==> src/rtl/osc_state_bank_pkg.sv <==
// Shared definitions for the oscillator state bank.
//   cfg_sel_e   : encodings of the cfg_sel config port
//   osc_state_t : per-channel stored state (periods, enable, counter, phase)
// OSC_PERIOD_BITS fixes the field width of osc_state_t; the bank's
// PERIOD_BITS parameter must be left equal to it.
package osc_state_bank_pkg;

  localparam int OSC_PERIOD_BITS = 8;

  typedef enum logic [1:0] {
    CFG_PERIOD0  = 2'd0,
    CFG_PERIOD1  = 2'd1,
    CFG_ENABLE   = 2'd2,
    CFG_RESERVED = 2'd3
  } cfg_sel_e;

  typedef struct packed {
    logic [OSC_PERIOD_BITS-1:0] period0;
    logic [OSC_PERIOD_BITS-1:0] period1;
    logic                       enable;
    logic [OSC_PERIOD_BITS-1:0] counter;
    logic                       phase;
  } osc_state_t;

endpackage

==> src/rtl/osc_state_bank_if.sv <==
// Bus between the state bank and the stateless Osc_Counter update unit.
//   master (bank)        : drives cur_ch and the stored state of that channel,
//                          receives the update unit's results.
//   slave  (update unit) : receives the state, drives osc_counter_we,
//                          osc_next_counter and osc_trigger combinationally.
interface osc_state_bank_if
  import osc_state_bank_pkg::*;
#(
  parameter int CH_BITS     = 2,
  parameter int PERIOD_BITS = OSC_PERIOD_BITS
);

  logic [CH_BITS-1:0]     cur_ch;
  logic [PERIOD_BITS-1:0] osc_period0;
  logic [PERIOD_BITS-1:0] osc_period1;
  logic                   osc_enable;
  logic [PERIOD_BITS-1:0] osc_counter;
  logic                   osc_counter_we;
  logic [PERIOD_BITS-1:0] osc_next_counter;
  logic                   osc_trigger;

  modport master (
    output cur_ch, osc_period0, osc_period1, osc_enable, osc_counter,
    input  osc_counter_we, osc_next_counter, osc_trigger
  );

  modport slave (
    input  cur_ch, osc_period0, osc_period1, osc_enable, osc_counter,
    output osc_counter_we, osc_next_counter, osc_trigger
  );

endinterface

==> src/rtl/osc_state_bank.sv <==
// Time-multiplexed state store and round-robin channel sequencer. One channel
// is visited per clock; its stored state is presented on the osc bus and the
// update unit's results are written back at the following edge.
// Ports:
//   clk, reset       : clock, synchronous active-high reset
//   cfg_we/ch/sel/data : config writes (period0, period1, enable)
//   osc (master)     : cur_ch + stored state out, update results in
//   phase            : per-channel square-wave bits
//   trig_valid/trig_ch : registered one-cycle trigger report
//   frame_start      : high while cur_ch == 0
module osc_state_bank
  import osc_state_bank_pkg::*;
#(
  parameter int NUM_CHANNELS = 4,
  parameter int PERIOD_BITS  = OSC_PERIOD_BITS,
  parameter int CH_BITS      = (NUM_CHANNELS > 1) ? $clog2(NUM_CHANNELS) : 1
) (
  input  logic                    clk,
  input  logic                    reset,
  input  logic                    cfg_we,
  input  logic [CH_BITS-1:0]      cfg_ch,
  input  logic [1:0]              cfg_sel,
  input  logic [PERIOD_BITS-1:0]  cfg_data,
  osc_state_bank_if.master        osc,
  output logic [NUM_CHANNELS-1:0] phase,
  output logic                    trig_valid,
  output logic [CH_BITS-1:0]      trig_ch,
  output logic                    frame_start
);

  osc_state_t         state_q [NUM_CHANNELS];
  osc_state_t         state_d [NUM_CHANNELS];
  osc_state_t         cur_state;
  logic [CH_BITS-1:0] cur_ch_q, cur_ch_d;
  logic               trig_valid_q, trig_valid_d;
  logic [CH_BITS-1:0] trig_ch_q, trig_ch_d;

  // Read side: state of the visited channel, straight from the registers, so
  // a config write landing this cycle is only seen on the next visit.
  always_comb begin
    cur_state = state_q[0];
    for (int i = 0; i < NUM_CHANNELS; i++) begin
      if (cur_ch_q == CH_BITS'(i)) begin
        cur_state = state_q[i];
      end
    end
  end

  assign osc.cur_ch      = cur_ch_q;
  assign osc.osc_period0 = cur_state.period0;
  assign osc.osc_period1 = cur_state.period1;
  assign osc.osc_enable  = cur_state.enable;
  assign osc.osc_counter = cur_state.counter;

  // Next state: writeback first, config second so an enable-0 clear overrides
  // a same-cycle counter/phase writeback. Out-of-range cfg_ch matches no index.
  always_comb begin
    state_d      = state_q;
    cur_ch_d     = (cur_ch_q == CH_BITS'(NUM_CHANNELS - 1)) ? '0 : cur_ch_q + 1'b1;
    trig_valid_d = osc.osc_trigger;
    trig_ch_d    = osc.osc_trigger ? cur_ch_q : trig_ch_q;
    for (int i = 0; i < NUM_CHANNELS; i++) begin
      if (cur_ch_q == CH_BITS'(i)) begin
        if (osc.osc_counter_we) begin
          state_d[i].counter = osc.osc_next_counter;
        end
        if (osc.osc_trigger) begin
          state_d[i].phase = ~state_q[i].phase;
        end
      end
      if (cfg_we && (cfg_ch == CH_BITS'(i))) begin
        case (cfg_sel_e'(cfg_sel))
          CFG_PERIOD0: state_d[i].period0 = cfg_data;
          CFG_PERIOD1: state_d[i].period1 = cfg_data;
          CFG_ENABLE: begin
            state_d[i].enable = cfg_data[0];
            if (!cfg_data[0]) begin
              state_d[i].counter = '0;
              state_d[i].phase   = 1'b0;
            end
          end
          default: ;
        endcase
      end
    end
  end

  // Stage boundary: per-channel state, sequencer and trigger report.
  always_ff @(posedge clk) begin
    if (reset) begin
      for (int i = 0; i < NUM_CHANNELS; i++) begin
        state_q[i] <= '0;
      end
      cur_ch_q     <= '0;
      trig_valid_q <= 1'b0;
      trig_ch_q    <= '0;
    end else begin
      for (int i = 0; i < NUM_CHANNELS; i++) begin
        state_q[i] <= state_d[i];
      end
      cur_ch_q     <= cur_ch_d;
      trig_valid_q <= trig_valid_d;
      trig_ch_q    <= trig_ch_d;
    end
  end

  always_comb begin
    phase = '0;
    for (int i = 0; i < NUM_CHANNELS; i++) begin
      phase[i] = state_q[i].phase;
    end
  end

  assign trig_valid  = trig_valid_q;
  assign trig_ch     = trig_ch_q;
  assign frame_start = (cur_ch_q == '0);

endmodule

==> src/flat_wrapper.sv <==
// flat-port wrapper written by rule: the top's interface ports become plain ports
module osc_state_bank_flat import osc_state_bank_pkg::*;
#(
  parameter int NUM_CHANNELS = 4,
  parameter int PERIOD_BITS  = OSC_PERIOD_BITS,
  parameter int CH_BITS      = (NUM_CHANNELS > 1) ? $clog2(NUM_CHANNELS) : 1
)
  (clk, reset, cfg_we, cfg_ch, cfg_sel, cfg_data, phase, trig_valid, trig_ch, frame_start, osc_cur_ch, osc_osc_period0, osc_osc_period1, osc_osc_enable, osc_osc_counter, osc_osc_counter_we, osc_osc_next_counter, osc_osc_trigger);
  osc_state_bank_if #(.CH_BITS(CH_BITS), .PERIOD_BITS(PERIOD_BITS)) osc_i ();
  input  logic clk;
  input  logic reset;
  input  logic cfg_we;
  input  logic [CH_BITS-1:0] cfg_ch;
  input  logic [1:0] cfg_sel;
  input  logic [PERIOD_BITS-1:0] cfg_data;
  output logic [NUM_CHANNELS-1:0] phase;
  output logic trig_valid;
  output logic [CH_BITS-1:0] trig_ch;
  output logic frame_start;
  output wire logic [$bits(osc_i.cur_ch)-1:0] osc_cur_ch;
  output wire logic [$bits(osc_i.osc_period0)-1:0] osc_osc_period0;
  output wire logic [$bits(osc_i.osc_period1)-1:0] osc_osc_period1;
  output wire logic [$bits(osc_i.osc_enable)-1:0] osc_osc_enable;
  output wire logic [$bits(osc_i.osc_counter)-1:0] osc_osc_counter;
  input wire logic [$bits(osc_i.osc_counter_we)-1:0] osc_osc_counter_we;
  input wire logic [$bits(osc_i.osc_next_counter)-1:0] osc_osc_next_counter;
  input wire logic [$bits(osc_i.osc_trigger)-1:0] osc_osc_trigger;
  assign osc_cur_ch = osc_i.cur_ch;
  assign osc_osc_period0 = osc_i.osc_period0;
  assign osc_osc_period1 = osc_i.osc_period1;
  assign osc_osc_enable = osc_i.osc_enable;
  assign osc_osc_counter = osc_i.osc_counter;
  assign osc_i.osc_counter_we = osc_osc_counter_we;
  assign osc_i.osc_next_counter = osc_osc_next_counter;
  assign osc_i.osc_trigger = osc_osc_trigger;
  osc_state_bank #(.NUM_CHANNELS(NUM_CHANNELS), .PERIOD_BITS(PERIOD_BITS), .CH_BITS(CH_BITS)) u_core (.clk(clk), .reset(reset), .cfg_we(cfg_we), .cfg_ch(cfg_ch), .cfg_sel(cfg_sel), .cfg_data(cfg_data), .osc(osc_i), .phase(phase), .trig_valid(trig_valid), .trig_ch(trig_ch), .frame_start(frame_start));
endmodule
==> config.mk <==
export PLATFORM = sky130hd
export DESIGN_NAME = osc_state_bank_flat
export DESIGN_NICKNAME = d
export VERILOG_FILES = /design/src/rtl/osc_state_bank_pkg.sv /design/src/rtl/osc_state_bank_if.sv /design/src/rtl/osc_state_bank.sv /design/src/flat_wrapper.sv
export SDC_FILE = /design/constraint.sdc
export NUM_CORES = 1
export LEC_CHECK = 0
export CORE_MARGIN = 2
export CORE_UTILIZATION = 60
export CTS_CLUSTER_DIAMETER = 50
export CTS_CLUSTER_SIZE = 28
export DETAILED_ROUTE_END_ITERATION = 8
export DONT_BUFFER_PORTS = 1
export PLACE_DENSITY = 0.74
export SLEW_MARGIN = 15
export SYNTH_ARGS = -nofsm -noshare
export SYNTH_HDL_FRONTEND = slang
export SYNTH_SLANG_ARGS = --single-unit
==> constraint.sdc <==
create_clock -name clk -period 4.4 [get_ports clk]
set_clock_uncertainty 0.05 [all_clocks]
set_input_delay 0.22 -clock clk [delete_from_list [all_inputs] [get_ports clk]]
set_output_delay 0.22 -clock clk [all_outputs]
set_load 0.02 [all_outputs]
==> results of run 1 <==
sequential cells by signal, summed over array words and instances (netlist names):
signal             cells
u_core.phase           4
u_core.state_q       100
u_core.trig_valid      1
u_core.trig_ch         2
u_core.osc.cur_ch      2
where the power goes:
group	switching (W)	total [W]	internal (W)
Clock	0.000372	0.000591	0.000219
Sequential	0.0000280	0.00104	0.00102
Combinational	0.000157	0.000249	0.0000918
Total	0.000558	0.00188	0.00133
critical path, delay by kind of cell, from the launching register on:
kind | cells | cell delay [ns]
adder cells (fa/ha/maj) | 1 | 0.94
buffers and inverters | 1 | 0.38
flip-flops | 1 | 0.58
multiplexers | 1 | 0.43
area by class of cell:
cell class / instances / area [um^2]
clock buffers: 9 / 123.9
clock inverters: 7 / 67.56
fillers: 743 / 3126
inverters: 4 / 15.01
multi-input cells: 393 / 2849
flip-flops and latches: 109 / 2182
well taps: 108 / 135.1
repair buffers: 18 / 180.2
Yosys cell counts, types with 2 or more instances:
library cell	count
sky130_fd_sc_hd__a21oi_2	32
sky130_fd_sc_hd__a31o_1	2
sky130_fd_sc_hd__a41o_1	2
sky130_fd_sc_hd__and2_1	2
sky130_fd_sc_hd__and3b_1	2
sky130_fd_sc_hd__buf_1	3
sky130_fd_sc_hd__buf_2	12
sky130_fd_sc_hd__buf_4	8
sky130_fd_sc_hd__buf_6	7
sky130_fd_sc_hd__clkbuf_1	22
sky130_fd_sc_hd__dfxtp_1	109
sky130_fd_sc_hd__ha_1	5
sky130_fd_sc_hd__inv_1	4
sky130_fd_sc_hd__mux2_2	24
sky130_fd_sc_hd__mux2i_1	95
sky130_fd_sc_hd__nand2_1	70
sky130_fd_sc_hd__nand2_2	4
sky130_fd_sc_hd__nand2b_1	76
sky130_fd_sc_hd__nand3_1	33
sky130_fd_sc_hd__nand3_2	2
sky130_fd_sc_hd__nor2_1	6
sky130_fd_sc_hd__nor2_4	2
sky130_fd_sc_hd__nor2b_1	3
sky130_fd_sc_hd__o21ai_0	25
sky130_fd_sc_hd__xor2_1	4
stage by stage:
stage	util	instances	hold slack [ns]	power [W]	area [um^2]
after detailed placement	0.5988	616	0.2522	0.001287	5196
after global placement	0.5988	616	0.2511	0.001281	5196
after floorplan	-	558	0.3266	0.001276	5336
after global routing	0.6399	648	0.02949	0.001955	5553
final	0.6399	648	0.01307	0.001884	5553
after CTS	0.6404	648	0.007304	0.001893	5558
routing by layer:
layer	up-vias	GRT usage	wire length (um)
met5	-	0	0
met4	0	0.1096	315
met3	26	0.04438	491
met2	89	0.4055	5519
met1	1788	0.3046	5073
li1	1818	-	-
final timing paths:
kind	slack [ns]	startpoint	cells past startpoint	end
setup / recovery	1.43	u_core.osc.cur_ch[0]	3	osc_osc_period0[2]
setup reg to reg	2.01	u_core.osc.cur_ch[0]	4	u_core.state_q[2]
hold reg to reg	0.42	u_core.state_q[59]	2	u_core.state_q[59]
hold / removal	0.01	osc_osc_trigger	3	u_core.phase[0]
cell families after synthesis:
family                     count (synthesis)  synth area share
AOI/OAI and AO/OA                         61           0.08300
xor gates and xnor gates                   4          0.006564
adders and majority gates                  5           0.01172
buffers and inverters                     56           0.05768
DFF                                      109            0.4089
muxes                                    120            0.2309
and+or+nand+nor                          203            0.2012
==> impl_metrics.prom, run 1 <==
# TYPE chip_impl_metric gauge
chip_impl_metric{name="layout-drive-gt1-share",unit=""} 0.1593
chip_impl_metric{name="crit_path_max_incr_delay",unit="ns"} 0.94
chip_impl_metric{name="first_iter_violations",unit=""} 96
chip_impl_metric{name="synth_seq_area_share",unit=""} 0.4089
chip_impl_metric{name="power_leakage",unit="nW"} 2.276
chip_impl_metric{name="clock_latency",unit="ns"} 0.37
chip_impl_metric{name="area.growth.synth_to_final",unit="%"} 4.056
chip_impl_metric{name="port-buffer-count",unit=""} 0
chip_impl_metric{name="routedWlPerCell",unit="um"} 17.59
chip_impl_metric{name="syn_inst",unit=""} 558
chip_impl_info{name="critical-path-slowest-cell",value="sky130_fd_sc_hd__ha_1"} 1
chip_impl_metric{name="fp.coreArea",unit="um^2"} 8678
chip_impl_info{name="cp-end-kind",value="output pin"} 1
chip_impl_metric{name="gp_congestion",unit=""} 0.7842
chip_impl_metric{name="synth_largest_type_area_fraction",unit=""} 0.4089
chip_impl_metric{name="final-setup-viol-count",unit=""} 0
chip_impl_metric{name="grt_start_max_net_pins",unit=""} 70
chip_impl_metric{name="synth-seq-cells",unit=""} 109
chip_impl_info{name="cp_cell_sequence",value="ha_1 -> buf_4 -> mux2_2"} 1
chip_impl_info{name="ctsRootBufferMaster",value="sky130_fd_sc_hd__clkbuf_8"} 1
chip_impl_metric{name="grt_antenna_before_repair",unit=""} 0
chip_impl_metric{name="finish.net_count",unit=""} 565
chip_impl_metric{name="ioPinCount",unit=""} 60
chip_impl_metric{name="final_min_period_over_clock_period",unit=""} 0.6752
chip_impl_metric{name="fp.dieH",unit="um"} 98.31
chip_impl_metric{name="worstPathMaxFanout",unit=""} 26
chip_impl_metric{name="synthesis_warning_total",unit=""} 0
chip_impl_metric{name="via_count_of_the_first_global_routing_pass",unit=""} 3783
chip_impl_metric{name="timing.final.crit_period",unit="ns"} 2.971
chip_impl_metric{name="cts_hold_buf",unit=""} 16
chip_impl_info{name="worstSetupPathType",value="register to output pin"} 1
chip_impl_info{name="synthDominantAreaCellType",value="sky130_fd_sc_hd__dfxtp_1"} 1
chip_impl_metric{name="placement_rows",unit=""} 34
chip_impl_metric{name="fp.dieArea",unit="um^2"} 9664
chip_impl_info{name="status",value="finished clean"} 1
chip_impl_metric{name="synth_area",unit="um^2"} 5336
chip_impl_metric{name="irDropWorstVdd",unit="mV"} 0.1776
chip_impl_metric{name="setup_total_negative_slack",unit="ns"} 0
chip_impl_metric{name="number_of_different_library_cells_in_the_post_synthesis_netlist",unit=""} 29
chip_impl_metric{name="drt-pass1-iter-count",unit=""} 5
chip_impl_metric{name="max_slew.worst_pin.slew",unit="ns"} 1.064
chip_impl_metric{name="cts.reportedPaths.clkPinSlew",unit="ns"} 0.10
chip_impl_metric{name="antennaDiodeCount",unit=""} 0
chip_impl_metric{name="max_freq",unit="MHz"} 336.6
chip_impl_metric{name="post-route-worst-setup-slack",unit="ns"} 1.429
chip_impl_metric{name="grt_util_all_layers",unit=""} 0.2424
chip_impl_metric{name="detailedPlace.worstSlack",unit="ns"} 1.811
chip_impl_metric{name="clockBufferDepth",unit=""} 2
chip_impl_metric{name="hold_viol_final",unit=""} 0
chip_impl_info{name="rsz0062_at_grt",value="no"} 1
chip_impl_metric{name="drc",unit=""} 0
chip_impl_metric{name="synthesis.area_per_instance",unit="um^2"} 9.563
chip_impl_metric{name="cts.sinks",unit=""} 109
chip_impl_metric{name="dpl_wire_length",unit="um"} 7245
chip_impl_metric{name="cts_resized",unit=""} 0
chip_impl_metric{name="post_cts.repair.setup_buffers",unit=""} 0
chip_impl_metric{name="synth-edff-count",unit=""} 0
chip_impl_info{name="postSynth.topFlopCell",value="sky130_fd_sc_hd__dfxtp_1"} 1
chip_impl_metric{name="starting_density",unit=""} 0.6149
chip_impl_info{name="crit_path_start_kind",value="register"} 1
chip_impl_metric{name="post_synthesis_net_count",unit=""} 588
chip_impl_metric{name="wire_length_of_the_first_global_routing_pass",unit="um"} 19040
chip_impl_metric{name="vias",unit=""} 3721
chip_impl_metric{name="numCtsBuffers",unit=""} 9
chip_impl_info{name="timing.hold.worst.class",value="input port to register"} 1
chip_impl_metric{name="cp_data_required_time",unit="ns"} 4.13
chip_impl_metric{name="htreeDepth",unit=""} 3
chip_impl_info{name="tritoncts",value="done"} 1
chip_impl_info{name="layout.cells.most_common",value="sky130_fd_sc_hd__dfxtp_1"} 1
chip_impl_metric{name="die_w",unit="um"} 98.31
chip_impl_metric{name="residual_antenna_violating_net_count_after_detailed_routing",unit=""} 0
chip_impl_info{name="post_synth_main_area_contributors",value="sky130_fd_sc_hd__dfxtp_1, sky130_fd_sc_hd__mux2i_1, sky130_fd_sc_hd__nand2b_1, sky130_fd_sc_hd__a21oi_2, sky130_fd_sc_hd__mux2_2"} 1
chip_impl_metric{name="routed_wirelength",unit="um"} 11400
chip_impl_metric{name="drv.max_cap_violation_count",unit=""} 0
chip_impl_metric{name="worst_slew_margin_rel",unit=""} 0.2904
chip_impl_info{name="mostFrequentLayoutCells",value="sky130_fd_sc_hd__dfxtp_1, sky130_fd_sc_hd__mux2i_1, sky130_fd_sc_hd__nand2b_1"} 1
chip_impl_metric{name="overflow_left_after_global_routing",unit=""} 0
chip_impl_metric{name="async_set_reset_flop_share_out_of_synthesis",unit=""} 0
chip_impl_metric{name="data_arrival_critical_path",unit="ns"} 2.70
chip_impl_metric{name="pwr_density_cell",unit="nW/um^2"} 339.3
chip_impl_metric{name="timing.final.max_slew_violations",unit=""} 0
chip_impl_metric{name="viasPerCell",unit=""} 5.742
Power figures use the tool's default switching activity.
==> run 2: changes to the inputs <==
- CORE_UTILIZATION: 60 -> 57
- PLACE_DENSITY: 0.74 -> 0.73
- clock period: 4.4 -> 2.45 ns (I/O delays scaled with it)
==> impl_metrics.prom, run 2 (synthesized netlist as in run 1, its figures left out) <==
# TYPE chip_impl_metric gauge
chip_impl_metric{name="placement_rows",unit=""} 35
chip_impl_metric{name="timing.final.max_slew_violations",unit=""} 0
chip_impl_info{name="cp-end-kind",value="output pin"} 1
chip_impl_metric{name="timing.reg2reg.worst_path_depth",unit=""} 6
chip_impl_metric{name="fill_cells",unit=""} 775
chip_impl_metric{name="hold_viol_final",unit=""} 0
chip_impl_metric{name="cts.sinks",unit=""} 109
chip_impl_metric{name="numCtsBuffers",unit=""} 9
chip_impl_metric{name="layout-drive-gt1-share",unit=""} 0.1648
chip_impl_metric{name="area.growth.synth_to_final",unit="%"} 5.651
chip_impl_metric{name="finish.net_count",unit=""} 571
chip_impl_metric{name="grt_start_max_net_pins",unit=""} 74
chip_impl_metric{name="die_w",unit="um"} 100.8
chip_impl_metric{name="final-setup-viol-count",unit=""} 0
chip_impl_metric{name="grt_antenna_before_repair",unit=""} 0
chip_impl_metric{name="drc",unit=""} 0
chip_impl_metric{name="drt-pass1-iter-count",unit=""} 4
chip_impl_metric{name="largest_register_ffs",unit=""} 100
chip_impl_info{name="crit_path_start_kind",value="register"} 1
chip_impl_metric{name="overflow_left_after_global_routing",unit=""} 0
chip_impl_metric{name="pwr_density_cell",unit="nW/um^2"} 634.9
chip_impl_metric{name="starting_density",unit=""} 0.5830
chip_impl_metric{name="fp.dieH",unit="um"} 100.8
chip_impl_metric{name="grt_util_all_layers",unit=""} 0.2380
chip_impl_metric{name="dpl_wire_length",unit="um"} 7569
chip_impl_info{name="timing.rr.end",value="u_core.state_q[81]"} 1
chip_impl_metric{name="residual_antenna_violating_net_count_after_detailed_routing",unit=""} 0
chip_impl_metric{name="cp_data_required_time",unit="ns"} 2.28
chip_impl_metric{name="first_iter_violations",unit=""} 143
chip_impl_info{name="reg2reg_launch_point",value="u_core.osc.cur_ch[0]"} 1
chip_impl_info{name="top_register",value="u_core.state_q"} 1
chip_impl_info{name="worstSetupPathType",value="register to output pin"} 1
chip_impl_metric{name="worst_slew_margin_rel",unit=""} 0.2582
chip_impl_metric{name="power_leakage",unit="nW"} 2.333
chip_impl_metric{name="reg2reg_setup_slack",unit="ns"} 0.46
chip_impl_metric{name="viasPerCell",unit=""} 5.723
chip_impl_metric{name="final_min_period_over_clock_period",unit=""} 0.9273
chip_impl_metric{name="routedWlPerCell",unit="um"} 17.60
chip_impl_metric{name="holdWs",unit="ns"} 0.02364
chip_impl_metric{name="port-buffer-count",unit=""} 0
chip_impl_info{name="rsz0062_at_grt",value="no"} 1
chip_impl_metric{name="gp_congestion",unit=""} 0.8308
chip_impl_metric{name="timing.final.crit_period",unit="ns"} 2.272
chip_impl_metric{name="clockBufferDepth",unit=""} 2
chip_impl_metric{name="clock_latency",unit="ns"} 0.37
chip_impl_metric{name="data_arrival_critical_path",unit="ns"} 2.10
chip_impl_metric{name="setup_total_negative_slack",unit="ns"} 0
chip_impl_info{name="status",value="finished clean"} 1
chip_impl_metric{name="vias",unit=""} 3760
chip_impl_metric{name="via_count_of_the_first_global_routing_pass",unit=""} 3742
chip_impl_info{name="timing.hold.worst_endpoint",value="u_core.trig_ch[1]"} 1
chip_impl_metric{name="drv.max_cap_violation_count",unit=""} 0
chip_impl_info{name="mostFrequentLayoutCells",value="sky130_fd_sc_hd__dfxtp_1, sky130_fd_sc_hd__mux2i_1, sky130_fd_sc_hd__nand2b_1"} 1
chip_impl_info{name="timing.hold.worst.start",value="reset"} 1
chip_impl_metric{name="max_freq",unit="MHz"} 440.2
chip_impl_metric{name="cts.reportedPaths.clkPinSlew",unit="ns"} 0.10
chip_impl_metric{name="irDropWorstVdd",unit="mV"} 0.3859
chip_impl_metric{name="antennaDiodeCount",unit=""} 0
chip_impl_metric{name="holdPathStages",unit=""} 2
chip_impl_metric{name="fp.coreArea",unit="um^2"} 9153
chip_impl_info{name="timing.hold.worst.class",value="input port to register"} 1
chip_impl_metric{name="ioPinCount",unit=""} 60
chip_impl_metric{name="wire_length_of_the_first_global_routing_pass",unit="um"} 18890
chip_impl_metric{name="worstPathMaxFanout",unit=""} 23
chip_impl_info{name="layout.cells.most_common",value="sky130_fd_sc_hd__dfxtp_1"} 1
chip_impl_metric{name="max_slew.worst_pin.slew",unit="ns"} 1.109
chip_impl_metric{name="htreeDepth",unit=""} 3
chip_impl_info{name="tritoncts",value="done"} 1
chip_impl_metric{name="routed_wirelength",unit="um"} 11560
chip_impl_metric{name="post_cts.repair.setup_buffers",unit=""} 0
chip_impl_metric{name="cts_resized",unit=""} 0
chip_impl_metric{name="fp.dieArea",unit="um^2"} 10150
chip_impl_info{name="ctsRootBufferMaster",value="sky130_fd_sc_hd__clkbuf_8"} 1
-- run 2: cell types whose count changed in the layout (fill, tap and decap cells not counted), moves of 2 or more --
cell	previous run	this run
sky130_fd_sc_hd__bufinv_16	0	2
sky130_fd_sc_hd__clkinvlp_4	3	0
sky130_fd_sc_hd__clkbuf_1	0	2
sky130_fd_sc_hd__buf_4	2	9
sky130_fd_sc_hd__inv_6	2	0
-- run 2: worst max path at each step --
stage | from | to | slack (ns) | cells past startpoint
finish | u_core.osc.cur_ch[0] | osc_osc_counter[0] | 0.18 | 5
global route | u_core.osc.cur_ch[0] | osc_osc_counter[0] | 0.03 | 5
CTS | u_core.osc.cur_ch[0] | osc_osc_counter[0] | 0.14 | 5
detailed placement | u_core.osc.cur_ch[0] | osc_osc_counter[0] | 0.58 | 5
global placement | u_core.osc.cur_ch[0] | osc_osc_counter[3] | 0.65 | 5
floorplan | u_core.osc.cur_ch[1] | osc_osc_counter[3] | 0.60 | 7
-- run 2: layer usage --
layer	share of wire	up-vias	track usage
met3	0.043	16	0.04161
met2	0.48	80	0.3995
met4	0.019	0	0.09378
met1	0.46	1825	0.3046
li1	-	1839	-
met5	0	-	0
-- run 2: final cells by class --
class,instances,area (um^2),share of cell area
multi-input combinational,393,2849,0.5053
sequential,109,2182,0.3870
timing repair buffer,24,227.7,0.04039
clock buffer,12,145.1,0.02574
tap,111,138.9,0.02463
clock inverter,4,80.08,0.01420
inverter,4,15.01,0.002663
-- run 2: report_power, final --
part / switching, W / internal, W / total (W)
logic: 0.000300 / 0.000180 / 0.000481
clock network: 0.000618 / 0.000615 / 0.00123
registers: 0.0000419 / 0.00182 / 0.00187
total: 0.000961 / 0.00262 / 0.00358
-- run 2: critical path, cell delays in order (launching register included) --
cell                      delay, ns
sky130_fd_sc_hd__dfxtp_1       0.42
sky130_fd_sc_hd__ha_1          0.18
sky130_fd_sc_hd__buf_4         0.38
sky130_fd_sc_hd__mux2i_1       0.23
sky130_fd_sc_hd__o21ai_0       0.14
sky130_fd_sc_hd__mux2_2        0.36
-- run 2: metrics by stage --
stage / cells / utilization / cell area, um^2 / total power [W] / worst slack [ns]
after global routing: 657 / 0.6160 / 5638 / 0.003698 / 0.03291
after floorplan: 558 / - / 5336 / 0.002292 / 0.6040
after CTS: 657 / 0.6160 / 5638 / 0.003597 / 0.1398
after detailed placement: 626 / 0.5739 / 5253 / 0.002338 / 0.5790
final: 657 / 0.6160 / 5638 / 0.003580 / 0.1781
after global placement: 626 / 0.5739 / 5253 / 0.002324 / 0.6500
-- run 2: timing repair --
item	CTS	global route
hold buffers	15	0
endpoints found under the setup margin	0	0
hold endpoints to repair	109	0
